==> config.mk <==
export PLATFORM = sky130hd
export DESIGN_NAME = ds_frame_controller
export DESIGN_NICKNAME = d
export VERILOG_FILES = /design/src/rtl/ds_ctrl_pkg.sv /design/src/rtl/ds_geom_counter.sv /design/src/rtl/ds_frame_controller.sv
export SDC_FILE = /design/constraint.sdc
export NUM_CORES = 1
export LEC_CHECK = 0
export CORE_ASPECT_RATIO = 1.1
export CORE_MARGIN = 10
export CORE_UTILIZATION = 45
export CTS_BUF_LIST = sky130_fd_sc_hd__clkbuf_4 sky130_fd_sc_hd__clkbuf_8
export CTS_CLUSTER_DIAMETER = 150
export DETAILED_ROUTE_END_ITERATION = 8
export PLACE_DENSITY_LB_ADDON = 0.1
export SLEW_MARGIN = 20
export SYNTH_ARGS = -nofsm -noshare
export SYNTH_HDL_FRONTEND = slang
export SYNTH_SLANG_ARGS = --single-unit
==> constraint.sdc <==
create_clock -name clk -period 6.2 [get_ports clk]
set_clock_uncertainty 0.15 [all_clocks]
set_input_delay 0.62 -clock clk [delete_from_list [all_inputs] [get_ports clk]]
set_output_delay 0.62 -clock clk [all_outputs]
set_load 0.02 [all_outputs]
==> src/rtl/ds_ctrl_pkg.sv <==
// ds_ctrl_pkg: shared definitions for the downscaler frame controller.
//   ds_state_e   - frame FSM states
//   FRAME_CNT_W  - width of the completed-frame counter
//   ERR_CNT_W    - width of the saturating framing-error counters
//   sat_inc      - saturating increment for the error counters
package ds_ctrl_pkg;

  typedef enum logic [1:0] {
    ST_IDLE     = 2'd0,
    ST_WAIT_SOF = 2'd1,
    ST_ACTIVE   = 2'd2,
    ST_PAD      = 2'd3
  } ds_state_e;

  localparam int FRAME_CNT_W = 16;
  localparam int ERR_CNT_W   = 8;

  function automatic logic [ERR_CNT_W-1:0] sat_inc(input logic [ERR_CNT_W-1:0] v);
    return (v == '1) ? v : v + 1'b1;
  endfunction

endpackage

==> src/rtl/ds_geom_counter.sv <==
// ds_geom_counter: column/line position of the next beat within a frame.
// Ports:
//   clk_i, rst_n_i        - clock, async active-low reset
//   load_i                - latch width_i/height_i; while high the end flags
//                           are computed from the live inputs
//   adv_i                 - advance one beat (col wraps to 0 with line+1,
//                           line wraps to 0 after the last line)
//   width_i, height_i     - frame geometry
//   col_end_o, line_end_o - current position is last column / last line
//   origin_o              - current position is col 0, line 0
module ds_geom_counter #(
  parameter int G_WIDTH = 12
) (
  input  logic               clk_i,
  input  logic               rst_n_i,
  input  logic               load_i,
  input  logic               adv_i,
  input  logic [G_WIDTH-1:0] width_i,
  input  logic [G_WIDTH-1:0] height_i,
  output logic               col_end_o,
  output logic               line_end_o,
  output logic               origin_o
);

  logic [G_WIDTH-1:0] col_q, line_q, w_q, h_q;
  logic [G_WIDTH-1:0] w_eff, h_eff;

  assign w_eff      = load_i ? width_i  : w_q;
  assign h_eff      = load_i ? height_i : h_q;
  assign col_end_o  = (col_q  == w_eff - G_WIDTH'(1));
  assign line_end_o = (line_q == h_eff - G_WIDTH'(1));
  assign origin_o   = (col_q == '0) && (line_q == '0);

  // The position wraps back to 0,0 on the last beat of a frame, so the
  // counter is already at the origin when the next SOF arrives.
  always_ff @(posedge clk_i or negedge rst_n_i) begin
    if (!rst_n_i) begin
      col_q  <= '0;
      line_q <= '0;
      w_q    <= '0;
      h_q    <= '0;
    end else begin
      if (load_i) begin
        w_q <= width_i;
        h_q <= height_i;
      end
      if (adv_i) begin
        if (col_end_o) begin
          col_q  <= '0;
          line_q <= line_end_o ? '0 : line_q + G_WIDTH'(1);
        end else begin
          col_q <= col_q + G_WIDTH'(1);
        end
      end
    end
  end

endmodule

==> src/rtl/ds_frame_controller.sv <==
// ds_frame_controller: registered stream stage in front of the downscaler
// that enforces frame geometry, regenerates tuser/tlast and pads short frames.
// Ports:
//   clk, rst                        - clock, async active-low reset
//   up_*                            - upstream stream (data/valid/tlast/tuser, ready out)
//   down_*                          - downstream stream (data/valid/tlast/tuser, ready in)
//   enable                          - run request (level)
//   cfg_width, cfg_height           - pixels per line / lines per frame (even, >=2)
//   busy                            - frame in progress (ACTIVE or PAD)
//   frame_done                      - one-cycle pulse per completed frame
//   cfg_err                         - enable requested with invalid geometry
//   frame_cnt, err_sof_cnt, err_eol_cnt - status counters
// Build option: DS_FRAME_CTRL_STATUS_EN implements the status counters;
// without it they read 0 and framing behaviour is unchanged.
//
// state    | meaning
// ---------+------------------------------------------------------------
// IDLE     | not running; input beats drained and dropped
// WAIT_SOF | dropping beats until one with tuser=1 starts a frame
// ACTIVE   | forwarding pixels, tracking column/line
// PAD      | early SOF seen; emitting zero beats to finish the frame
module ds_frame_controller
  import ds_ctrl_pkg::*;
#(
  parameter int D_WIDTH = 8,
  parameter int G_WIDTH = 12
) (
  input  logic                   clk,
  input  logic                   rst,
  input  logic [D_WIDTH-1:0]     up_data,
  input  logic                   up_valid,
  input  logic                   up_tlast,
  input  logic                   up_tuser,
  output logic                   up_ready,
  output logic [D_WIDTH-1:0]     down_data,
  output logic                   down_valid,
  output logic                   down_tlast,
  output logic                   down_tuser,
  input  logic                   down_ready,
  input  logic                   enable,
  input  logic [G_WIDTH-1:0]     cfg_width,
  input  logic [G_WIDTH-1:0]     cfg_height,
  output logic                   busy,
  output logic                   frame_done,
  output logic                   cfg_err,
  output logic [FRAME_CNT_W-1:0] frame_cnt,
  output logic [ERR_CNT_W-1:0]   err_sof_cnt,
  output logic [ERR_CNT_W-1:0]   err_eol_cnt
);

  ds_state_e          state_q, state_d;
  logic               rdy_en_q;
  logic [D_WIDTH-1:0] dd_q;
  logic               dv_q, dl_q, du_q, fd_q, cfg_err_q;

  logic               pass_ok, cfg_ok, up_ready_c;
  logic               load, adv, geo_load, frame_end, sof_err, eol_err;
  logic [D_WIDTH-1:0] load_data;
  logic               col_end, line_end, origin;

  assign pass_ok = !dv_q || down_ready;
  assign cfg_ok  = !cfg_width[0] && !cfg_height[0] &&
                   (cfg_width >= G_WIDTH'(2)) && (cfg_height >= G_WIDTH'(2));

  ds_geom_counter #(.G_WIDTH(G_WIDTH)) u_geom (
    .clk_i      (clk),
    .rst_n_i    (rst),
    .load_i     (geo_load),
    .adv_i      (adv),
    .width_i    (cfg_width),
    .height_i   (cfg_height),
    .col_end_o  (col_end),
    .line_end_o (line_end),
    .origin_o   (origin)
  );

  always_ff @(posedge clk or negedge rst) begin
    if (!rst) state_q <= ST_IDLE;
    else      state_q <= state_d;
  end

  always_comb begin
    state_d    = state_q;
    up_ready_c = 1'b0;
    load       = 1'b0;
    load_data  = '0;
    adv        = 1'b0;
    geo_load   = 1'b0;
    frame_end  = 1'b0;
    sof_err    = 1'b0;
    eol_err    = 1'b0;
    case (state_q)
      ST_IDLE: begin
        up_ready_c = 1'b1;
        if (enable && cfg_ok) state_d = ST_WAIT_SOF;
      end
      ST_WAIT_SOF: begin
        // Geometry follows cfg_* until the SOF beat latches it.
        geo_load   = 1'b1;
        up_ready_c = up_tuser ? pass_ok : 1'b1;
        if (up_valid && up_tuser && pass_ok) begin
          load      = 1'b1;
          load_data = up_data;
          adv       = 1'b1;
          eol_err   = (up_tlast != col_end);
          state_d   = ST_ACTIVE;
        end else if (!enable) begin
          state_d = ST_IDLE;
        end
      end
      ST_ACTIVE: begin
        // Position is never the origin here, so any SOF is premature and is
        // left waiting at the input while the frame is padded out.
        if (up_valid && up_tuser) begin
          sof_err = 1'b1;
          state_d = ST_PAD;
        end else begin
          up_ready_c = pass_ok;
          if (up_valid && pass_ok) begin
            load      = 1'b1;
            load_data = up_data;
            adv       = 1'b1;
            eol_err   = (up_tlast != col_end);
          end
        end
      end
      ST_PAD: begin
        if (pass_ok) begin
          load = 1'b1;
          adv  = 1'b1;
        end
      end
      default: state_d = ST_IDLE;
    endcase
    if (adv && col_end && line_end) begin
      frame_end = 1'b1;
      state_d   = enable ? ST_WAIT_SOF : ST_IDLE;
    end
  end

  always_ff @(posedge clk or negedge rst) begin
    if (!rst) begin
      rdy_en_q  <= 1'b0;
      dv_q      <= 1'b0;
      dd_q      <= '0;
      dl_q      <= 1'b0;
      du_q      <= 1'b0;
      fd_q      <= 1'b0;
      cfg_err_q <= 1'b0;
    end else begin
      rdy_en_q  <= 1'b1;
      fd_q      <= frame_end;
      cfg_err_q <= (state_q == ST_IDLE) && enable && !cfg_ok;
      if (load) begin
        dv_q <= 1'b1;
        dd_q <= load_data;
        dl_q <= col_end;
        du_q <= origin;
      end else if (down_ready) begin
        dv_q <= 1'b0;
      end
    end
  end

  // up_ready is held low until the first clock after reset release.
  assign up_ready   = rdy_en_q && up_ready_c;
  assign down_valid = dv_q;
  assign down_data  = dd_q;
  assign down_tlast = dl_q;
  assign down_tuser = du_q;
  assign frame_done = fd_q;
  assign cfg_err    = cfg_err_q;
  assign busy       = (state_q == ST_ACTIVE) || (state_q == ST_PAD);

`ifdef DS_FRAME_CTRL_STATUS_EN
  logic [FRAME_CNT_W-1:0] frame_cnt_q;
  logic [ERR_CNT_W-1:0]   err_sof_q, err_eol_q;

  always_ff @(posedge clk or negedge rst) begin
    if (!rst) begin
      frame_cnt_q <= '0;
      err_sof_q   <= '0;
      err_eol_q   <= '0;
    end else begin
      if (frame_end) frame_cnt_q <= frame_cnt_q + 1'b1;
      if (sof_err)   err_sof_q   <= sat_inc(err_sof_q);
      if (eol_err)   err_eol_q   <= sat_inc(err_eol_q);
    end
  end

  assign frame_cnt   = frame_cnt_q;
  assign err_sof_cnt = err_sof_q;
  assign err_eol_cnt = err_eol_q;
`else
  logic unused_status;
  assign unused_status = sof_err | eol_err;
  assign frame_cnt     = '0;
  assign err_sof_cnt   = '0;
  assign err_eol_cnt   = '0;
`endif

endmodule

# Yosys cells after proc, flatten, opt, wreduce, memory -nomap -nowiden
# Cells that the tools add are included.
# W data, S select, Z words.
# word_totals
elab_cells	79
ff_bits	64
output_inout_bits	47
inputBits	39
# classes
reduce_logical	26
n_lt_le_gt_ge	2
eq_ne	8
addsub	4
mux	27
# op_table
cell	n
$mux W12	4
$add A12 B1 Y12 const B	2
$eq A12 B12 Y1	2
$ge A12 B2 Y1 const B	2
$logic_not A12 Y1	2
$mux W8	3
$sub A12 B1 Y12 const B	2
$pmux W8 S2	1
$logic_and A1 B1 Y1	13
$mux W1	11
$mux W2	5
$ne A3 B3 Y1 const B	2
$pmux W1 S3	2
$pmux W2 S3	1
$eq A2 B2 Y1 const B	2
$logic_not A1 Y1	4
$ne A4 B4 Y1 const B	1
$reduce_and A4 Y1	1
$reduce_bool A4 Y1	1
$eq A2 B1 Y1 const B	1
$logic_not A2 Y1	1
$logic_or A1 B1 Y1	2
$reduce_and A2 Y1	1
$reduce_bool A2 Y1	1

# Depth between registers and ports, before layout
# depth
word_depth	10
depth_mapped	17
mapped_depth_nobuf	12

# Hierarchy
# Synthesis repeated with hierarchy kept, for this count alone.
# unflattened
hier_cells	462
hier_area_um2	4418.0
# modules_own_cells
module	n_inst	cells_each	area_per_inst_um2	seq_area_each_um2
ds_geom_counter	1	351	3305.7	1201.2
ds_frame_controller	1	111	1112.3	400.4

# Least setup slack after synthesis
# OpenSTA, ideal clock, no wires.
# synth_path
kind	register to register
start	register state_q[1]
end	register state_q[0]
n_path_buf	4
slack_ps	1588
setup_ps	128
t_arrival_ps	4334
stages_incl_launch_ff	16
required_time_ps	5922
synth_period_minus_slack_ps	4612
cell_sequence	dfrtp_1 inv_1 ha_1 buf_6 buf_2 buf_1 buf_1 mux2i_1 ha_1 or4b_2 a211oi_1 and3_1 a21oi_1 a2111oi_1 nor2b_1 mux2_1
# synth_between
elab_chain_len	9
word_cells_on_any_way	21
cone_classes	add/sub (2); eq/ne (8); mux (6); reduce/logical (5)
# synth_rtl
element	line	source
from (decl)	ds_frame_controller.sv:51	ds_state_e state_q, state_d;
from (signal assigned)	ds_frame_controller.sv:79	else state_q <= state_d;
$eq A2 B1 Y1	ds_frame_controller.sv:92	case (state_q)
$mux W1	ds_frame_controller.sv:92	
$mux W12	n/a	
$sub A12 B1 Y12	ds_geom_counter.sv:30	assign col_end_o = (col_q == w_eff - G_WIDTH'(1));
$eq A12 B12 Y1	ds_geom_counter.sv:30	
$logic_and A1 B1 Y1 (2 in a row)	ds_frame_controller.sv:135	if (adv && col_end && line_end) begin
$ne A4 B4 Y1 (no source line) (tied with other cells)	n/a	
$reduce_and A4 Y1 (no source line)	n/a	
# Parallel ways exist; a longest one is shown, timed or not.
# A chain may end at the register's enable or synchronous reset.

# Final worst setup path
# layout_path
start	register state_q[1]
end	register u_geom.line_q[4]
# layout_between
elab_chain_len	6
word_cells_on_any_way	13
cone_classes	add/sub (2); eq/ne (5); mux (5); reduce/logical (1)
# layout_rtl
element	line	source
$eq A2 B1 Y1	ds_frame_controller.sv:92	
$mux W1	ds_frame_controller.sv:92	
$mux W12	n/a	
$sub A12 B1 Y12, on equally long branches	ds_geom_counter.sv:31, ds_geom_counter.sv:30	
$eq A12 B12 Y1, on equally long branches	ds_geom_counter.sv:31, ds_geom_counter.sv:30	
$mux W12 or $reduce_and A2 Y1 (tied branches)	n/a	
to (signal assigned)	ds_geom_counter.sv:50	line_q <= line_end_o ? '0 : line_q + G_WIDTH'(1);
to (decl)	ds_geom_counter.sv:25	logic [G_WIDTH-1:0] col_q, line_q, w_q, h_q;
# Parallel ways exist; a longest one is shown, timed or not.

==> out/results.md <==
* **Worst Setup Path Type** flip-flop to flip-flop
* **WP data required** 6300 ps
* **area of the core** 9350 sq um
* **Cell Chain, Critical Path** inv_1, ha_2, buf_4, or4b_1, a222oi_1, xnor2_1, a31oi_1, o2111ai_1, or3_1, or2_1, o31ai_1
* **share of layout cells above drive strength 1** 8.59%
* **most common library cell in the layout ignoring fill and taps** dfrtp_1
* **number of DRC markers in iteration 0** 157
* **count of instances resized after the clock tree is built** 0
* **Port Buffers** 52
* **count of unresolved DRC violations after routing** 0
* **clock latency reported for the late side of the worst-skew pair** 340 ps
* **CP peak stage delay** 620 ps
* **Pins Over Slew Limit** 0
* **endpoints failing hold** 0
* **share of the core filled with cells in the final layout** 53.5%
* **EDFF count, synth** 0
* **total setup buffers inserted after CTS** 0
* **share of synthesized area occupied by flip-flops and latches** 37.1%
* **xor and xnor fraction of the mapped netlist area** 8.02%
* **Total Wirelength** 10,700 um
* **combinational family with the most area after synthesis** simple AND/OR/NAND/NOR gates
* **kind of cell adding the most delay to the critical path** simple AND/OR/NAND/NOR gates
* **Synth Area per Inst** 9.13 sq um
* **startpoint kind of the worst setup timing path** flip-flop
* **number of levels in the clock H-tree** 3
* **primary flip-flop cell chosen by synthesis mapping** dfrtp_1
* **Overall Global Routing Usage** 15.7%
* **peak supply drop** 206 uV
* **Least-Margin Pin Slew** 849 ps
* **sinks on the clock net** 64
* **Placed Instance Area** 4800 sq um
* **gate count after technology mapping** 473
* **Die Footprint** 13,900 sq um
* **Max FO, Critical Path** 32
* **initial antenna violation count** 0
* **crit path max-delay cell type** a222oi_1
* **sum of overflow across all layers after global routing** 0
* **starting utilization of the core area** 46.2%
* **synthesized area** 4320 sq um
* **via count of the first global-routing pass** 3,530
* **number of buffers and inverters on the critical path** 2
* **Die Ht** 123 um
* **path class of the lowest-slack min-delay path** input port to async pin
* **fraction of the mapped netlist area in simple logic gates** 24.4%
* **number of buffers between clock root and the deepest sink** 2
* **Leakage Power** 2.19 nW
* **final layout net count** 571
* **number of synthesis warnings** 0
* **Setup violations, final** 0
* **root buffer cell** clkbuf_8
* **CTS tree** built
* **cell area after layout** 5000 sq um
* **period utilisation layout** 75.6%
* **clock-pin slew reported for the worst setup and hold paths after clock tree synthesis** 70 ps
* **worst relative slew slack** 43.4%
* **antenna violation net count after detailed routing** 0
* **min Tclk post-route** 4690 ps
* **number of iterations in the first detailed-routing pass** 6
* **unique cell type count in the Yosys netlist** 63
* **Setup TNS** 0 ps
* **area fraction in compound gates after synthesis** 10.7%
* **# IOs** 86
* **max cap viols** 0
* **adder-cell share of the synthesized area** 3.19%
* **die width** 113 um
* **Wirelength per Cell** 16.7 um
* **Placer Congestion** 0.815
* **highest-count cells in the layout ignoring fill and taps** 64 x dfrtp_1, 51 x clkdlybuf4s50_1, 38 x nand2_1
* **post-detailed-route via-to-cell ratio** 5.50
* **setup repair after global routing missed its margin** no
* **Crit path arrival time** 4790 ps
* **portion of netlist area occupied by mux cells** 6.89%
* **status** finished, final reports clean
* **number of placement rows** 37
* **maximum clock frequency** 213 MHz
* **number of flip-flops and latches in the synthesized netlist** 64
* **DP HPWL** 8250 um
* **pin count of the biggest net entering global routing** 65
* **via total after detailed routing** 3,526
* **crit end category** flip-flop
* **count of hold-fix buffers inserted at cts** 0
* **power per cell area** 391 nW/um^2
* **global-route wire length before repair** 17,800 um
* **Layout Area Growth over Synthesis** 15.7%
* **async set-or-reset flop fraction in the synthesized netlist** 100%
* **diodes inserted** 0
* **number of buffers added by the clock tree synthesis step** 9
[cell type report]
class	count	area [sq um]
tap	117	146
timing repair buffer	56	546
fill	878	4350
clock buffer	11	151
clock inverter	3	42.5
multi-input combinational	368	2430
inverter	22	82.6
sequential	64	1600
[path summary, 6_finish.rpt]
kind,from,to,slack [ps],cells past startpoint
worst max-delay path,state_q[1],u_geom.line_q[4],1510,11
worst min-delay path,rst,u_geom.h_q[1],300,2
worst max register to register,state_q[1],u_geom.line_q[4],1510,11
worst min register to register,down_data[1],down_data[1],320,2
max in group asynchronous,rst,u_geom.w_q[3],5020,2
min in group clk,down_data[1],down_data[1],320,2
[synthesized netlist by cell type (11+ instances only)]
master   number  area share [%]
xnor2_1      15             3.0
nor3_1       14             1.6
o21ai_0      15             1.7
ha_1         11             3.2
buf_4        33             5.7
nand2_1      38             3.3
xor2_1       22             4.5
inv_1        22             1.9
dfrtp_1      64              37
nor2_1       30             2.6
nand3_1      25             2.9
mux2i_1      14             3.2
mux2_2       13             3.4
[cells by family (layout without fill, tap and decap cells)]
group / Yosys count / count (layout)
simple gates: 191 / 191
flops: 64 / 64
xor+xnor: 38 / 38
buf+inv: 72 / 92
other cells: 2 / 33
fa+ha+maj: 11 / 11
compound gates: 67 / 67
mux: 28 / 28
[through the flow]
stage | cells | setup slack (ps) | power, W | hold WS, ps
2_1_floorplan | 504 | 1590 | 0.00137 | 174
3_3_place_gp | 627 | 1600 | 0.00157 | 302
3_5_place_dp | 627 | 1510 | 0.00160 | 306
4_1_cts | 641 | 1480 | 0.00196 | 321
5_1_grt | 641 | 1170 | 0.00210 | 349
6_report | 641 | 1510 | 0.00195 | 298
[where the power goes]
part	switching (W)	leakage (nW)	total (W)	internal, W
Combinational	0.000540	1.30	0.000965	0.000425
Clock	0.000161	0.0973	0.000364	0.000203
Sequential	0.0000861	0.794	0.000624	0.000538
Total	0.000787	2.19	0.00195	0.00117
[state kept, by name, summed over array words and instances (netlist names)]
register,count
cfg_err,1
down_tlast,1
state_q,2
down_tuser,1
u_geom.h_q,12
u_geom.line_q,12
rdy_en_q,1
down_data,8
u_geom.col_q,12
down_valid,1
frame_done,1
u_geom.w_q,12
[layer usage]
layer | GRT usage [%] | vias up | part of all wire (%)
met5 | 0 | - | 0
met4 | 3.65 | 0 | 1.1
met3 | 4.44 | 9 | 4.4
met2 | 28.9 | 56 | 54
met1 | 17.5 | 1738 | 41
li1 | - | 1723 | -
Power figures use the tool's default switching activity.
